===== config.mk =====
export PLATFORM = sky130hd
export DESIGN_NAME = bmp_stream_parser_flat
export DESIGN_NICKNAME = d
export VERILOG_FILES = /design/src/rtl/bmp_stream_parser_if.sv /design/src/rtl/bmp_stream_parser.sv /design/src/flat_wrapper.sv
export SDC_FILE = /design/constraint.sdc
export NUM_CORES = 1
export LEC_CHECK = 0
export ABC_AREA = 0
export CAP_MARGIN = 5
export CORE_UTILIZATION = 55
export DETAILED_ROUTE_END_ITERATION = 7
export DONT_BUFFER_PORTS = 1
export PLACE_DENSITY = 0.73
export SLEW_MARGIN = 15
export SYNTH_ARGS = -nofsm -noshare
export SYNTH_HDL_FRONTEND = slang
export SYNTH_SLANG_ARGS = --single-unit
export TNS_END_PERCENT = 5

===== constraint.sdc =====
create_clock -name clock -period 7.4 [get_ports clock]
set_input_delay 1.48 -clock clock [delete_from_list [all_inputs] [get_ports clock]]
set_output_delay 1.48 -clock clock [all_outputs]
set_load 0.05 [all_outputs]

===== src/rtl/bmp_stream_parser_if.sv =====
// Byte-FIFO pop side and pixel-FIFO push side of the BMP stream parser.
// The parser is the master; the FIFOs (or a bench) sit on the slave modport.
interface bmp_stream_parser_if;
   logic [7:0]  in_dout;
   logic        in_empty;
   logic        in_rd_en;
   logic [23:0] out_din;
   logic        out_full;
   logic        out_wr_en;

   modport master (
      input  in_dout, in_empty, out_full,
      output in_rd_en, out_din, out_wr_en
   );

   modport slave (
      output in_dout, in_empty, out_full,
      input  in_rd_en, out_din, out_wr_en
   );
endinterface


===== src/rtl/bmp_stream_parser.sv =====
// Parses a raw 24-bit BMP byte stream from a FWFT FIFO: checks the 54-byte header,
// packs pixels, drops row padding and pushes pixels into the pixel FIFO.
module bmp_stream_parser #(
   parameter int MAX_WIDTH  = 1024,
   parameter int MAX_HEIGHT = 1024,
   parameter int DIM_W      = 16
) (
   input  logic                 clock,
   input  logic                 reset,
   bmp_stream_parser_if.master  bus,
   output logic [DIM_W-1:0]     img_width,
   output logic [DIM_W-1:0]     img_height,
   output logic                 frame_done,
   output logic                 hdr_error
);

   typedef enum logic [2:0] {S_HDR, S_CHK, S_PIX, S_PAD, S_DONE, S_ERR} state_t;

   state_t            state_q, state_d;
   logic [5:0]        hdr_cnt_q, hdr_cnt_d;
   logic [15:0]       magic_q, magic_d;
   logic [31:0]       offset_q, offset_d;
   logic [31:0]       width_q, width_d;
   logic [31:0]       height_q, height_d;
   logic [15:0]       bpp_q, bpp_d;
   logic [1:0]        byte_idx_q, byte_idx_d;
   logic [7:0]        b0_q, b0_d, b1_q, b1_d;
   logic [DIM_W-1:0]  col_q, col_d, row_q, row_d;
   logic [1:0]        pad_cnt_q, pad_cnt_d;
   logic [DIM_W-1:0]  img_width_q, img_width_d, img_height_q, img_height_d;
   logic              frame_done_q, frame_done_d;
   logic              hdr_error_q, hdr_error_d;

   logic              rd_en, wr_en, hdr_ok, last_col, last_row;
   logic [1:0]        pad;

   // 3*w mod 4 == -w mod 4, so the pad byte count is simply w mod 4.
   assign pad      = img_width_q[1:0];
   assign last_col = (col_q == img_width_q - DIM_W'(1));
   assign last_row = (row_q == img_height_q - DIM_W'(1));

   assign hdr_ok = (magic_q == 16'h424D) && (offset_q == 32'd54) && (bpp_q == 16'd24) &&
                   (width_q != 32'd0) && (width_q <= 32'(MAX_WIDTH)) &&
                   !height_q[31] && (height_q != 32'd0) && (height_q <= 32'(MAX_HEIGHT));

   always_comb begin
      state_d      = state_q;
      hdr_cnt_d    = hdr_cnt_q;
      magic_d      = magic_q;
      offset_d     = offset_q;
      width_d      = width_q;
      height_d     = height_q;
      bpp_d        = bpp_q;
      byte_idx_d   = byte_idx_q;
      b0_d         = b0_q;
      b1_d         = b1_q;
      col_d        = col_q;
      row_d        = row_q;
      pad_cnt_d    = pad_cnt_q;
      img_width_d  = img_width_q;
      img_height_d = img_height_q;
      hdr_error_d  = hdr_error_q;
      rd_en        = 1'b0;
      wr_en        = 1'b0;

      unique case (state_q)
         S_HDR: begin
            rd_en = !bus.in_empty;
            if (rd_en) begin
               // Multi-byte fields arrive little-endian, so shift each one in from the top.
               if (hdr_cnt_q <= 6'd1)                        magic_d  = {magic_q[7:0], bus.in_dout};
               if (hdr_cnt_q >= 6'd10 && hdr_cnt_q <= 6'd13) offset_d = {bus.in_dout, offset_q[31:8]};
               if (hdr_cnt_q >= 6'd18 && hdr_cnt_q <= 6'd21) width_d  = {bus.in_dout, width_q[31:8]};
               if (hdr_cnt_q >= 6'd22 && hdr_cnt_q <= 6'd25) height_d = {bus.in_dout, height_q[31:8]};
               if (hdr_cnt_q >= 6'd28 && hdr_cnt_q <= 6'd29) bpp_d    = {bus.in_dout, bpp_q[15:8]};
               if (hdr_cnt_q == 6'd53) begin
                  hdr_cnt_d = '0;
                  state_d   = S_CHK;
               end else begin
                  hdr_cnt_d = hdr_cnt_q + 6'd1;
               end
            end
         end
         S_CHK: begin
            if (hdr_ok) begin
               img_width_d  = width_q[DIM_W-1:0];
               img_height_d = height_q[DIM_W-1:0];
               state_d      = S_PIX;
            end else begin
               hdr_error_d  = 1'b1;
               state_d      = S_ERR;
            end
         end
         S_PIX: begin
            if (byte_idx_q == 2'd2) begin
               rd_en = !bus.in_empty && !bus.out_full;
               wr_en = rd_en;
            end else begin
               rd_en = !bus.in_empty;
            end
            if (rd_en) begin
               unique case (byte_idx_q)
                  2'd0:    begin b0_d = bus.in_dout; byte_idx_d = 2'd1; end
                  2'd1:    begin b1_d = bus.in_dout; byte_idx_d = 2'd2; end
                  default: begin
                     byte_idx_d = 2'd0;
                     if (last_col) begin
                        col_d = '0;
                        if (pad != 2'd0) begin
                           pad_cnt_d = '0;
                           state_d   = S_PAD;
                        end else if (last_row) begin
                           state_d   = S_DONE;
                        end else begin
                           row_d     = row_q + DIM_W'(1);
                        end
                     end else begin
                        col_d = col_q + DIM_W'(1);
                     end
                  end
               endcase
            end
         end
         S_PAD: begin
            rd_en = !bus.in_empty;
            if (rd_en) begin
               if (pad_cnt_q == pad - 2'd1) begin
                  pad_cnt_d = '0;
                  if (last_row) begin
                     state_d = S_DONE;
                  end else begin
                     row_d   = row_q + DIM_W'(1);
                     state_d = S_PIX;
                  end
               end else begin
                  pad_cnt_d = pad_cnt_q + 2'd1;
               end
            end
         end
         S_DONE: begin
            hdr_cnt_d  = '0;
            byte_idx_d = '0;
            col_d      = '0;
            row_d      = '0;
            pad_cnt_d  = '0;
            state_d    = S_HDR;
         end
         default: state_d = S_ERR;
      endcase

      frame_done_d = (state_d == S_DONE);
   end

   always_ff @(posedge clock or posedge reset) begin
      if (reset) begin
         state_q      <= S_HDR;
         hdr_cnt_q    <= '0;
         magic_q      <= '0;
         offset_q     <= '0;
         width_q      <= '0;
         height_q     <= '0;
         bpp_q        <= '0;
         byte_idx_q   <= '0;
         b0_q         <= '0;
         b1_q         <= '0;
         col_q        <= '0;
         row_q        <= '0;
         pad_cnt_q    <= '0;
         img_width_q  <= '0;
         img_height_q <= '0;
         frame_done_q <= 1'b0;
         hdr_error_q  <= 1'b0;
      end else begin
         state_q      <= state_d;
         hdr_cnt_q    <= hdr_cnt_d;
         magic_q      <= magic_d;
         offset_q     <= offset_d;
         width_q      <= width_d;
         height_q     <= height_d;
         bpp_q        <= bpp_d;
         byte_idx_q   <= byte_idx_d;
         b0_q         <= b0_d;
         b1_q         <= b1_d;
         col_q        <= col_d;
         row_q        <= row_d;
         pad_cnt_q    <= pad_cnt_d;
         img_width_q  <= img_width_d;
         img_height_q <= img_height_d;
         frame_done_q <= frame_done_d;
         hdr_error_q  <= hdr_error_d;
      end
   end

   // Third byte goes straight through to the pixel FIFO in the cycle it is popped.
   assign bus.in_rd_en  = rd_en & ~reset;
   assign bus.out_wr_en = wr_en & ~reset;
   assign bus.out_din   = {b0_q, b1_q, bus.in_dout};

   assign img_width  = img_width_q;
   assign img_height = img_height_q;
   assign frame_done = frame_done_q;
   assign hdr_error  = hdr_error_q;

endmodule


===== src/flat_wrapper.sv =====
// flat-port wrapper written by rule: the top's interface ports become plain ports
module bmp_stream_parser_flat 
#(
   parameter int MAX_WIDTH  = 1024,
   parameter int MAX_HEIGHT = 1024,
   parameter int DIM_W      = 16
)
  (clock, reset, img_width, img_height, frame_done, hdr_error, bus_in_dout, bus_in_empty, bus_out_full, bus_in_rd_en, bus_out_din, bus_out_wr_en);
  bmp_stream_parser_if bus_i ();
  input  logic clock;
  input  logic reset;
  output logic [DIM_W-1:0] img_width;
  output logic [DIM_W-1:0] img_height;
  output logic frame_done;
  output logic hdr_error;
  input wire logic [$bits(bus_i.in_dout)-1:0] bus_in_dout;
  input wire logic [$bits(bus_i.in_empty)-1:0] bus_in_empty;
  input wire logic [$bits(bus_i.out_full)-1:0] bus_out_full;
  output wire logic [$bits(bus_i.in_rd_en)-1:0] bus_in_rd_en;
  output wire logic [$bits(bus_i.out_din)-1:0] bus_out_din;
  output wire logic [$bits(bus_i.out_wr_en)-1:0] bus_out_wr_en;
  assign bus_i.in_dout = bus_in_dout;
  assign bus_i.in_empty = bus_in_empty;
  assign bus_i.out_full = bus_out_full;
  assign bus_in_rd_en = bus_i.in_rd_en;
  assign bus_out_din = bus_i.out_din;
  assign bus_out_wr_en = bus_i.out_wr_en;
  bmp_stream_parser #(.MAX_WIDTH(MAX_WIDTH), .MAX_HEIGHT(MAX_HEIGHT), .DIM_W(DIM_W)) u_core (.clock(clock), .reset(reset), .bus(bus_i), .img_width(img_width), .img_height(img_height), .frame_done(frame_done), .hdr_error(hdr_error));
endmodule

### Yosys cells after proc, flatten, opt, wreduce, memory -nomap -nowiden

Index checks and enable logic that the tools add are counted.

| word-level totals | value |
|---|---|
| register bits after elaboration | 223 |
| input bits | 12 |
| output and inout port bits | 60 |

| operators by class | value |
|---|---|
| $add $sub $neg | 7 |
| magnitude comparators | 11 |
| eq/ne operators | 22 |
| multiplexer cells | 42 |
| bitwise logic cells | 5 |
| reduce and logical (&&, ||, !) cells | 39 |

Operator list:

| operator | count |
|---|---|
| $mux W16 | 10 |
| $le A32 B11 Y1 const B | 2 |
| $reduce_bool A32 Y1 | 2 |
| $pmux W16 S3 | 1 |
| $mux W3 | 11 |
| $add A16 B1 Y16 const B | 2 |
| $eq A16 B16 Y1 | 2 |
| $eq A32 B6 Y1 const B | 1 |
| $pmux W16 S2 | 1 |
| $sub A16 B1 Y16 const B | 2 |
| $reduce_and A3 Y1 | 8 |
| $ge A6 B5 Y1 const B | 3 |
| $le A6 B5 Y1 const B | 3 |
| $eq A16 B15 Y1 const B | 1 |
| $eq A16 B5 Y1 const B | 1 |
| $pmux W3 S5 | 1 |
| $mux W2 | 7 |
| $logic_and A1 B1 Y1 | 12 |
| $mux W6 | 2 |
| $pmux W6 S2 | 1 |
| $ne A2 B1 Y1 const B | 4 |
| $ne A2 B2 Y1 const B | 4 |
| $pmux W2 S2 | 2 |
| $reduce_and A2 Y1 | 4 |
| 26 further kinds | 39 |

### Depth between registers and ports, before layout

| logic depth | value |
|---|---|
| depth in word-level cells | 11 |
| mapped depth | 14 |

### Worst setup path before layout

No wires, ideal clock.

| timing | value |
|---|---|
| path kind | input to output |
| from | input port bus_in_empty |
| to | output port bus_in_rd_en |
| arrival | 2.971 ns |
| required time | 5.920 ns |
| setup slack | 2.949 ns |
| cell stages on the path | 3 |
| cells stage by stage | nor2_1 nand2_1 a311oi_1 |

| on the way | value |
|---|---|
| word-level cells in the longest chain between the ends | 6 |

Ends and longest elaborated chain:

| item | RTL line | text |
|---|---|---|
| from (decl) | flat_wrapper.sv:17 | `input wire logic [$bits(bus_i.in_empty)-1:0] bus_in_empty;` |
| $logic_not A1 Y1 (*) | n/a |  |
| $logic_and A1 B1 Y1 | bmp_stream_parser.sv:96 | `rd_en = !bus.in_empty && !bus.out_full;` |
| $mux W1 | bmp_stream_parser.sv:95 | `if (byte_idx_q == 2'd2) begin` |
| $mux W1 | bmp_stream_parser.sv:66 | `unique case (state_q)` |
| $pmux W1 S2 (*) | bmp_stream_parser.sv:66 |  |
| $and A1 B1 Y1 (*) | bmp_stream_parser.sv:195 | `assign bus.in_rd_en = rd_en & ~reset;` |
| to (decl) | flat_wrapper.sv:19 | `output wire logic [$bits(bus_i.in_rd_en)-1:0] bus_in_rd_en;` |

Every way passes the cells marked *; elsewhere a longest branch is shown, timed or not. The select of a mux whose other input is x is not followed.

### Worst setup path after layout

| timing | value |
|---|---|
| from | register u_core.img_width_q[0], in the netlist u_core.img_width[0] |
| to | register u_core.col_q[8] |

| on the way | value |
|---|---|
| word-level cells in the longest chain between the ends | 6 |

Ends and longest elaborated chain:

| item | RTL line | text |
|---|---|---|
| from (decl) | bmp_stream_parser.sv:30 | `logic [DIM_W-1:0] img_width_q, img_width_d, img_height_q, img_height_d;` |
| from (signal assigned) | bmp_stream_parser.sv:187 | `img_width_q <= img_width_d;` |
| $sub A16 B1 Y16 | bmp_stream_parser.sv:39 | `assign last_col = (col_q == img_width_q - DIM_W'(1));` |
| $eq A16 B16 Y1 | bmp_stream_parser.sv:39 |  |
| $mux W16 | bmp_stream_parser.sv:107 | `if (last_col) begin` |
| $mux W16 | bmp_stream_parser.sv:102 | `unique case (byte_idx_q)` |
| $mux W16 | bmp_stream_parser.sv:101 | `if (rd_en) begin` |
| $pmux W16 S2 | bmp_stream_parser.sv:66 |  |
| to (signal assigned) | bmp_stream_parser.sv:184 | `col_q <= col_d;` |
| to (decl) | bmp_stream_parser.sv:28 | `logic [DIM_W-1:0] col_q, col_d, row_q, row_d;` |

Every way passes these cells. The select of a mux whose other input is x is not followed.
A chain may end at the register's enable or synchronous reset.

==> metrics.txt <==
Post-CTS Setup Repair Bufs=0; peak supply drop=0.000170 V; detailed-route wire length per cell=18.7 um; number of distinct standard cells referenced by the synthesized netlist=77; post-synthesis net count=954; # resized after CTS=0; ordered list of cells on the worst path=inv_1 > ha_1 > nor4b_4 > nand3_1 > and3_1 > a211oi_1 > o22a_1 > o21a_1 > o21ai_1 > or4_1 > nand2_1; Switch Pwr=0.497 mW; actual slew at the worst max-slew pin=1.01 ns; Critical Path Source Type=register; status=finished, final reports clean; critical path arrival=4.67 ns; worst r2r path cells=11; pre-CTS setup slack=3.27 ns; final estimated routing congestion in global placement=0.894; fraction of layout cells with a size suffix above 1=25.5%; EDFF count, synth=0; total of flip-flops plus latches after synthesis=223; Post-Synthesis Cells=933; first-pass GRT wire length=37,300 um; required time reported for the critical path endpoint=7.86 ns; final clock skew=0.00627 ns; count of cells along the worst hold path=1; count of hold-fix buffers inserted at cts=0; starting density of the core=56.0%; family with the most delay on the worst path=simple AND/OR/NAND/NOR gates; ports placed on the boundary=72; kind of critical path=register to register; clock-pin slew of the registers on the worst-case setup and hold paths=0.06 ns; fraction of power spent switching nets=20.3%; count of routing violations after the opening detailed-route iteration=337; main flop type after synthesis=dfrtp_1; share of synthesized flip-flops with an asynchronous set or reset=100%; filler cell count=1,569; Util after Layout=61.1%; max-slew violation count=0; count of inserted antenna diode cells=0; TritonCTS clock tree=done; sum of buffers and inverters on the critical path=1; cell internal power dissipation=1.95 mW; row count=51; Post-Syn Area=10,900 um^2; logic depth of the worst setup path including buffers=11; library cell used as clock root buffer=clkbuf_16; Overflow after GRT=0; Register Area=5580 um^2; most common cell after layout, fill and taps aside=dfrtp_1; critical path fanouts, max=13; vias in the first global route=7,271; Multi-input gate area=4970 um^2; count of buffers inserted at the top-level ports=0; endpoint class of the critical path=register; P&R area growth vs syn=9.21%; CTS buffer count=23; slowest cell delay on critical path=0.69 ns; final worst path period need=4.21 ns; Finish-stage setup viols=0; pin count of the biggest net entering global routing=191; DP HPWL=15,500 um; HP Class=register to register; RSZ-0062 raised after global routing=false; part of the Yosys area used for sequential elements=51.4%; level count of the clock H-tree=1; Slowest-stage cell, CP=dfrtp_1; clock latency at the later pin of the worst-skew pair=0.52 ns; die outline height=143 um; FMAX=238 MHz; antenna violations before repair=0; width of the die=143 um; number of nets with antenna violations after detailed routing=0; sequential power share=49.8%; number of vias per cell=6.04; worst hold slack after final layout=0.500 ns; number of clock sinks=223; total vias in the final route=7,250; final-report hold violation count=0; most frequent cells in the layout=dfrtp_1, mux2_2, nor2_1; drt first pass iters=5; Power Density=207 nW/um^2; Total Nets Final=941; clock group share of total power=49.2%; total wire length after detailed routing=22,400 um; average cell area after synthesis=11.6 um^2; # Max-Cap Violations=0; total number of yosys warnings=0; Clock Tree Buf Depth=3; part of the cycle the worst path needs=56.9%; sum of negative setup slack=0 ns; # DRC=0; Overall Global Routing Usage=23.1%; worst-case setup margin in the final layout=3.19 ns; max-slew headroom at the worst pin=32.9%; area of the placeable core=19,400 um^2; DIE AREA=20,300 um^2; reported leakage power=5.67 nW; logic gate share of total power=1.0%
## synth_stat cells, types with 5 or more instances
| cell type | count | area, um^2 |
|---|---|---|
| o211ai_1 | 6 | 45.0 |
| mux2_2 | 168 | 1890 |
| xnor2_1 | 27 | 236 |
| inv_1 | 28 | 105 |
| buf_4 | 8 | 60.1 |
| nor4_1 | 31 | 194 |
| o31ai_1 | 7 | 52.6 |
| nor4b_1 | 8 | 70.1 |
| nor2_1 | 52 | 195 |
| or4_1 | 10 | 75.1 |
| xor2_1 | 17 | 149 |
| or3_1 | 10 | 62.6 |
| nand2_1 | 46 | 173 |
| nand2b_1 | 9 | 56.3 |
| nand4_1 | 18 | 113 |
| nor3_1 | 17 | 85.1 |
| o41ai_1 | 5 | 43.8 |
| o21ai_0 | 26 | 130 |
| o22ai_1 | 6 | 37.5 |
| dfrtp_1 | 223 | 5580 |
| nor2b_1 | 5 | 31.3 |
| ha_1 | 9 | 113 |
| and2_1 | 13 | 81.3 |
| nand3b_1 | 5 | 37.5 |
| a21o_1 | 5 | 37.5 |
| a21oi_1 | 23 | 115 |
| buf_1 | 9 | 33.8 |
| and3_1 | 9 | 56.3 |
| clkbuf_1 | 23 | 86.3 |
| nand3_1 | 29 | 145 |
| a31oi_1 | 7 | 43.8 |
## sequential cells by signal (all words and copies together) (netlist names), 16 cells and up
register / cells
u_core.bpp_q: 16
u_core.col_q: 16
u_core.height_q: 32
u_core.img_height: 16
u_core.img_width: 16
u_core.magic_q: 16
u_core.offset_q: 32
u_core.row_q: 16
u_core.width_q: 32
## final cells by class
class                           instances  share of cell area (%)
Sequential cell                       223                    47.1
Inverter                               28                   0.918
Clock buffer                           32                    5.56
Tap cell                              265                    2.80
Timing Repair Buffer                    8                   0.612
Multi-Input combinational cell        636                    41.9
Clock inverter                          8                    1.17
## per-layer routing
metal / track usage (%) / wire length (um) / up-vias
met5: 0 / 0 / -
met4: 6.51 / 488 / 0
met3: 4.14 / 1070 / 39
met2: 38.0 / 10700 / 176
met1: 31.4 / 10200 / 3640
li1: - / - / 3395
## power by group through the flow
stage	sequential, mW	combinational, mW	clock [mW]
after detailed placement	1.24	0.0266	0
after global routing	1.22	0.0304	1.28
final	1.22	0.0247	1.20
after CTS	1.22	0.0267	1.23
after global placement	1.24	0.0267	0
after floorplan	1.24	0.0305	0
## path summary, 6_finish.rpt
check	start	endpoint	slack, ns
max	u_core.img_width[0]	u_core.col_q[8]	3.19
min	u_core.offset_q[2]	u_core.offset_q[2]	0.50
max reg2reg	u_core.img_width[0]	u_core.col_q[8]	3.19
min reg2reg	u_core.offset_q[2]	u_core.offset_q[2]	0.50
max in group asynchronous	reset	u_core.img_height[3]	5.06
min in group asynchronous	reset	u_core.row_q[8]	0.95
## metrics by stage
stage / std cells / instance area [um^2] / total power [mW]
final: 1200 / 11900 / 2.45
after global routing: 1200 / 11900 / 2.53
after CTS: 1200 / 11900 / 2.47
after detailed placement: 1160 / 11100 / 1.27
after global placement: 1160 / 11100 / 1.27
after floorplan: 933 / 10900 / 1.27
## cell families after synthesis
kind of cell	share of synthesized area (%)
flip-flops	51.4
buffers and inverters	3.02
adder cells (fa/ha/maj)	1.04
multiplexers	17.8
AO/OA/AOI/OAI	8.22
AND/OR/NAND/NOR	15.0
XOR/XNOR	3.55
Note: power is estimated with default switching activity, not from simulation.
